$ cat src/rtl/uart_tx_scheduler.sv
// Round-robin arbiter sharing one UART TX line among NUM_REQ requesters.
// Optional even parity bit when UART_TX_SCHED_PARITY_EN is defined.
`timescale 1ns/1ps

module uart_tx_scheduler #(
    parameter int NUM_REQ = 4,
    parameter int DATA_W  = 8
) (
    input  logic                       clk,
    input  logic                       reset,
    input  logic                       baud_tick,
    input  logic [NUM_REQ-1:0]         req,
    input  logic [NUM_REQ*DATA_W-1:0]  req_data,
    output logic [NUM_REQ-1:0]         ack,
    output logic [$clog2(NUM_REQ)-1:0] grant_id,
    output logic                       busy,
    output logic                       tx
);

    localparam int IDW = $clog2(NUM_REQ);
    localparam int CW  = $clog2(DATA_W + 1);

    typedef enum logic [2:0] {
        S_IDLE,
        S_START,
        S_DATA,
        S_STOP
`ifdef UART_TX_SCHED_PARITY_EN
        , S_PARITY
`endif
    } state_t;

    state_t              r_state;
    state_t              w_nxt_state;

    logic                r_tx;
    logic [DATA_W-1:0]   r_shift;
    logic [CW-1:0]       r_cnt;
    logic [NUM_REQ-1:0]  r_ack;
    logic                r_busy;
    logic [IDW-1:0]      r_gid;
    logic [IDW-1:0]      r_rr;

    logic                w_tx_d;
    logic [DATA_W-1:0]   w_shift_d;
    logic [CW-1:0]       w_cnt_d;
    logic [NUM_REQ-1:0]  w_ack_d;
    logic                w_busy_d;
    logic [IDW-1:0]      w_gid_d;
    logic [IDW-1:0]      w_rr_d;

    logic                w_found;
    logic [IDW-1:0]      w_winner;
    logic [DATA_W-1:0]   w_sel;
    logic                w_last;

`ifdef UART_TX_SCHED_PARITY_EN
    logic                r_par;
    logic                w_par_d;
`endif

    assign w_last = (r_cnt == CW'(DATA_W - 1));

    // Round-robin search from rr_ptr+1; the nearest set request wins.
    always_comb begin
        logic [IDW-1:0] idx;
        w_found  = 1'b0;
        w_winner = '0;
        idx      = '0;
        for (int k = NUM_REQ; k >= 1; k--) begin
            idx = IDW'((int'(r_rr) + k) % NUM_REQ);
            if (req[idx]) begin
                w_found  = 1'b1;
                w_winner = idx;
            end
        end
    end

    // Select the winner's byte from the flattened data bus.
    always_comb begin
        w_sel = '0;
        for (int i = 0; i < NUM_REQ; i++) begin
            if (w_winner == IDW'(i)) begin
                w_sel = req_data[i*DATA_W +: DATA_W];
            end
        end
    end

    // State register and all datapath registers; reset aborts any frame.
    always_ff @(posedge clk) begin
        if (reset) begin
            r_state <= S_IDLE;
            r_tx    <= 1'b1;
            r_shift <= '0;
            r_cnt   <= '0;
            r_ack   <= '0;
            r_busy  <= 1'b0;
            r_gid   <= '0;
            r_rr    <= IDW'(NUM_REQ - 1);
`ifdef UART_TX_SCHED_PARITY_EN
            r_par   <= 1'b0;
`endif
        end else begin
            r_state <= w_nxt_state;
            r_tx    <= w_tx_d;
            r_shift <= w_shift_d;
            r_cnt   <= w_cnt_d;
            r_ack   <= w_ack_d;
            r_busy  <= w_busy_d;
            r_gid   <= w_gid_d;
            r_rr    <= w_rr_d;
`ifdef UART_TX_SCHED_PARITY_EN
            r_par   <= w_par_d;
`endif
        end
    end

    // Next-state logic; the FSM only advances on baud ticks.
    always_comb begin
        w_nxt_state = r_state;
        if (baud_tick) begin
            unique case (r_state)
                S_IDLE:  w_nxt_state = w_found ? S_START : S_IDLE;
                S_START: w_nxt_state = S_DATA;
`ifdef UART_TX_SCHED_PARITY_EN
                S_DATA:   w_nxt_state = w_last ? S_PARITY : S_DATA;
                S_PARITY: w_nxt_state = S_STOP;
`else
                S_DATA:  w_nxt_state = w_last ? S_STOP : S_DATA;
`endif
                S_STOP:  w_nxt_state = w_found ? S_START : S_IDLE;
                default: w_nxt_state = S_IDLE;
            endcase
        end
    end

    // Output/datapath next values: grant, shifting and line level.
    always_comb begin
        w_tx_d    = r_tx;
        w_shift_d = r_shift;
        w_cnt_d   = r_cnt;
        w_ack_d   = '0;
        w_busy_d  = r_busy;
        w_gid_d   = r_gid;
        w_rr_d    = r_rr;
`ifdef UART_TX_SCHED_PARITY_EN
        w_par_d   = r_par;
`endif
        if (baud_tick) begin
            unique case (r_state)
                S_IDLE, S_STOP: begin
                    if (w_found) begin
                        w_shift_d = w_sel;
                        w_ack_d   = NUM_REQ'(1) << w_winner;
                        w_gid_d   = w_winner;
                        w_rr_d    = w_winner;
                        w_busy_d  = 1'b1;
                        w_tx_d    = 1'b0;
`ifdef UART_TX_SCHED_PARITY_EN
                        w_par_d   = ^w_sel;
`endif
                    end else begin
                        w_busy_d = 1'b0;
                        w_tx_d   = 1'b1;
                    end
                end
                S_START: begin
                    w_tx_d  = r_shift[0];
                    w_cnt_d = '0;
                end
                S_DATA: begin
                    if (w_last) begin
`ifdef UART_TX_SCHED_PARITY_EN
                        w_tx_d = r_par;
`else
                        w_tx_d = 1'b1;
`endif
                    end else begin
                        w_shift_d = r_shift >> 1;
                        w_tx_d    = w_shift_d[0];
                        w_cnt_d   = r_cnt + CW'(1);
                    end
                end
`ifdef UART_TX_SCHED_PARITY_EN
                S_PARITY: w_tx_d = 1'b1;
`endif
                default: w_tx_d = 1'b1;
            endcase
        end
    end

    assign tx       = r_tx;
    assign ack      = r_ack;
    assign busy     = r_busy;
    assign grant_id = r_gid;

endmodule
$ cat config.mk
export PLATFORM = sky130hd
export DESIGN_NAME = uart_tx_scheduler
export DESIGN_NICKNAME = d
export VERILOG_FILES = /design/src/rtl/uart_tx_scheduler.sv
export SDC_FILE = /design/constraint.sdc
export NUM_CORES = 1
export LEC_CHECK = 0
export ABC_CLOCK_PERIOD_IN_PS = 2370
export CAP_MARGIN = 25
export CORE_UTILIZATION = 35
export CTS_CLUSTER_SIZE = 16
export DETAILED_ROUTE_END_ITERATION = 8
export MAX_ROUTING_LAYER = met4
export PLACE_DENSITY = 0.64
export SLEW_MARGIN = 10
export SYNTH_ARGS = -nofsm -noshare
export SYNTH_HDL_FRONTEND = slang
export SYNTH_SLANG_ARGS = --single-unit
$ cat constraint.sdc
create_clock -name clk -period 2.37 [get_ports clk]
set_input_delay 0.5925 -clock clk [delete_from_list [all_inputs] [get_ports clk]]
set_output_delay 0.5925 -clock clk [all_outputs]
set_load 0.05 [all_outputs]
==> run summary <==
clock sinks - 24
layout cells sized above 1 - 11.7%
Arr. time, crit path - 2.22 ns
post-synthesis instance total - 178
I/O pins - 47
DIE WIDTH - 66.5 um
Design Area, Final - 2070 um2
setup TNS - 0 ns
synthesized cell area - 1460 um2
ys flop type - dfxtp_1
CP Launch Type - input port
GRT Total Usage - 19.4%
VDD IR max - 0.208 mV
drt wl/cell - 13.8 um
most common cell after layout, fill and taps aside - clkdlybuf4s50_1
Lkg Pwr - 0.810 nW
Detailed Place HPWL - 2860 um
Worst setup startpoint - req[2]
Switching Share - 32.1%
Core ar. - 4000 um2
CP Capture Type - flop
Slew Viols, Final - 0
final worst path period need - 2.08 ns
net count reported at finish - 275
Hold Path Class - flop to flop
total power - 1.07 mW
final non-filler cell total - 280
Die H - 66.5 um
First-pass DRT Iterations - 4
hold_sp - grant_id[1]$_SDFFE_PP0P_
Worst-Margin Slew - 0.498 ns
Hold Fails Final Rpt - 0
Total Wirelength - 3870 um
Core Rows - 23
Post-CTS Resized - 0
sequential-to-total area share from yosys stat - 33.0%
Seq pwr share - 43.5%
fillcell total - 406
Critical Path Max Stage Delay - 0.51 ns
Seq cells post-synth - 24
H-tree levels - 1
IO Port Bufs - 46
CP Max Fanout - 7
Slew HR - 66.7%
ant diodes - 0
Reg2Reg Launch Point - r_state[0]$_SDFFE_PP0P_
syn nets - 221
Int Power - 0.728 mW
Initial Utilization - 36.4%
Yosys warnings - 0
clock tree from TritonCTS - yes
Post-synth EDFFs - 0
CP Buf/Inv Count - 1
fin crit share - 87.6%
Syn-to-layout area delta - 42.4%
setup bufs post-CTS - 0
post-cts hold buffer count - 0
critical path's slowest cell - nor4_4
MaxCap Viol Count - 0
Worst EP required - 2.51 ns
clock group share of total power - 21.9%
number of global-route vias before repair - 1405
Max Clk Rate - 0.482 GHz
Synth Area per Inst - 8.18 um2
vias - 1486
GPL Wtd Cong - 0.863
mux contribution to synthesized area - 0.687%
Synth Area in Compound Gates - 34.2%
Async SR Flop Fraction - 0%
# placed instances - 277
dpl cell area - 2030 um2
switching pwr - 0.343 mW
pwr dens - 517 nW/um2
clk_lat worst skew - 0.26 ns
CTS Buf Count - 3
status - completed
clk_skew - 0.00208 ns
Initial DRC Count - 87
largest family of logic cells by synthesized area - compound AO/OA/AOI/OAI gates
unrepaired setup endpoints after global routing - no
area share of and/or/nand/nor cells after synthesis - 23.2%
commonest cells after routing, fill and taps aside - clkdlybuf4s50_1, dfxtp_1, nor2_1, a21oi_1, o21ai_0
vias per cell - 5.31
Netlist cell types - 47
first-pass GRT wire length - 6430 um
worst setup path class - input port to flop
Max clock buf depth - 2
largest net degree at the start of global routing - 22
Crit path max-delay family - simple AND/OR/NAND/NOR gates
grt total ovfl - 0
initial antenna violation count - 0
Post-Synth XOR/XNOR Area - 0%
clock-pin transition on the worst setup and hold timing paths - 0.08 ns
combinational share of power - 34.6%
# DRC - 0
Root Driver - clkbuf_8
endpoints failing setup - 0
adder-cell share of the synthesized area - 3.44%
Antenna Nets Post-Route - 0
crit-path cells - clkdlybuf4s50_1 -> nor4_4 -> a2111oi_4 -> and3_1 -> a21oi_1 -> o32ai_1
Die ar. - 4420 um2
[cell usage after synthesis (2+ instances only)]
cell type	count	area (um2)
clkbuf_1	5	18.8
nand3_1	4	20.0
dfxtp_1	24	480
a21oi_1	17	85.1
a211oi_1	2	15.0
nor2_1	23	86.3
o32ai_1	7	61.3
nor2b_1	2	12.5
buf_4	2	15.0
ha_1	4	50.1
or2_2	2	12.5
o22ai_1	10	62.6
nand3b_1	3	22.5
inv_1	8	30.0
o21ai_0	13	65.1
nand2_1	11	41.3
o21bai_1	3	22.5
and3_1	7	43.8
or3_1	3	18.8
[metal layers]
metal	vias to the layer above	part of all wire [%]	GRT usage [%]
met5	-	0	-
met4	0	0.57	4.79
met3	2	4.4	2.05
met2	35	46	30.4
met1	675	49	26.7
li1	774	-	-
[path summary, 6_finish.rpt]
kind | slack, ns | to | cells past startpoint
setup / recovery | 0.29 | r_shift[4]$_SDFFE_PP0P_ | 6
hold / removal | 0.46 | grant_id[1]$_SDFFE_PP0P_ | 2
hold reg to reg | 0.46 | grant_id[1]$_SDFFE_PP0P_ | 2
setup reg to reg | 0.38 | r_cnt[3]$_SDFFE_PP0P_ | 8
[layout make-up]
type                    count  area, um2  area share (%)
multi-input cells         137        896            43.2
repair buffers             58        563            27.2
flip-flops and latches     24        480            23.2
well taps                  50       62.6            3.02
clock buffers               3       41.3            1.99
inverters                   8       30.0            1.45
[metrics by stage]
stage,util [%],setup slack [ns],hold WS [ns]
global placement,50.8,-0.00404,0.449
global route,51.8,0.197,0.504
floorplan,-,0.586,0.449
detailed placement,50.8,0.00669,0.452
CTS,51.8,0.276,0.465
finish,51.8,0.295,0.460
[logic make-up (layout without fill, tap and decap cells)]
family          Yosys count  count (layout)
buf+inv                  17              69
fa+ha+maj                 4               4
compound gates           69              69
simple gates             63              63
flops                    24              24
mux                       1               1
[worst reg2reg max path: stages, from the launching register on]
cell and delay, ns:
dfxtp_1 0.39, inv_1 0.06, ha_1 0.20, buf_4 0.18
and4b_1 0.25, nor2_2 0.19, o21ai_0 0.15, or3_1 0.36
a21oi_1 0.15
[sequential cells by signal, indices dropped and copies added, names as in the netlist]
signal,count
ack,4
busy,1
grant_id,2
r_shift,8
tx,1
r_state,2
r_cnt,4
r_rr,2
[power groups by stage]
stage               clock (mW)  sequential [mW]  combinational (mW)
floorplan                    0            0.496               0.198
global placement             0            0.475               0.370
detailed placement           0            0.475               0.371
CTS                      0.243            0.466               0.372
global route             0.256            0.472               0.404
finish                   0.234            0.466               0.371
No activity file was read; power rests on OpenSTA's default activity.
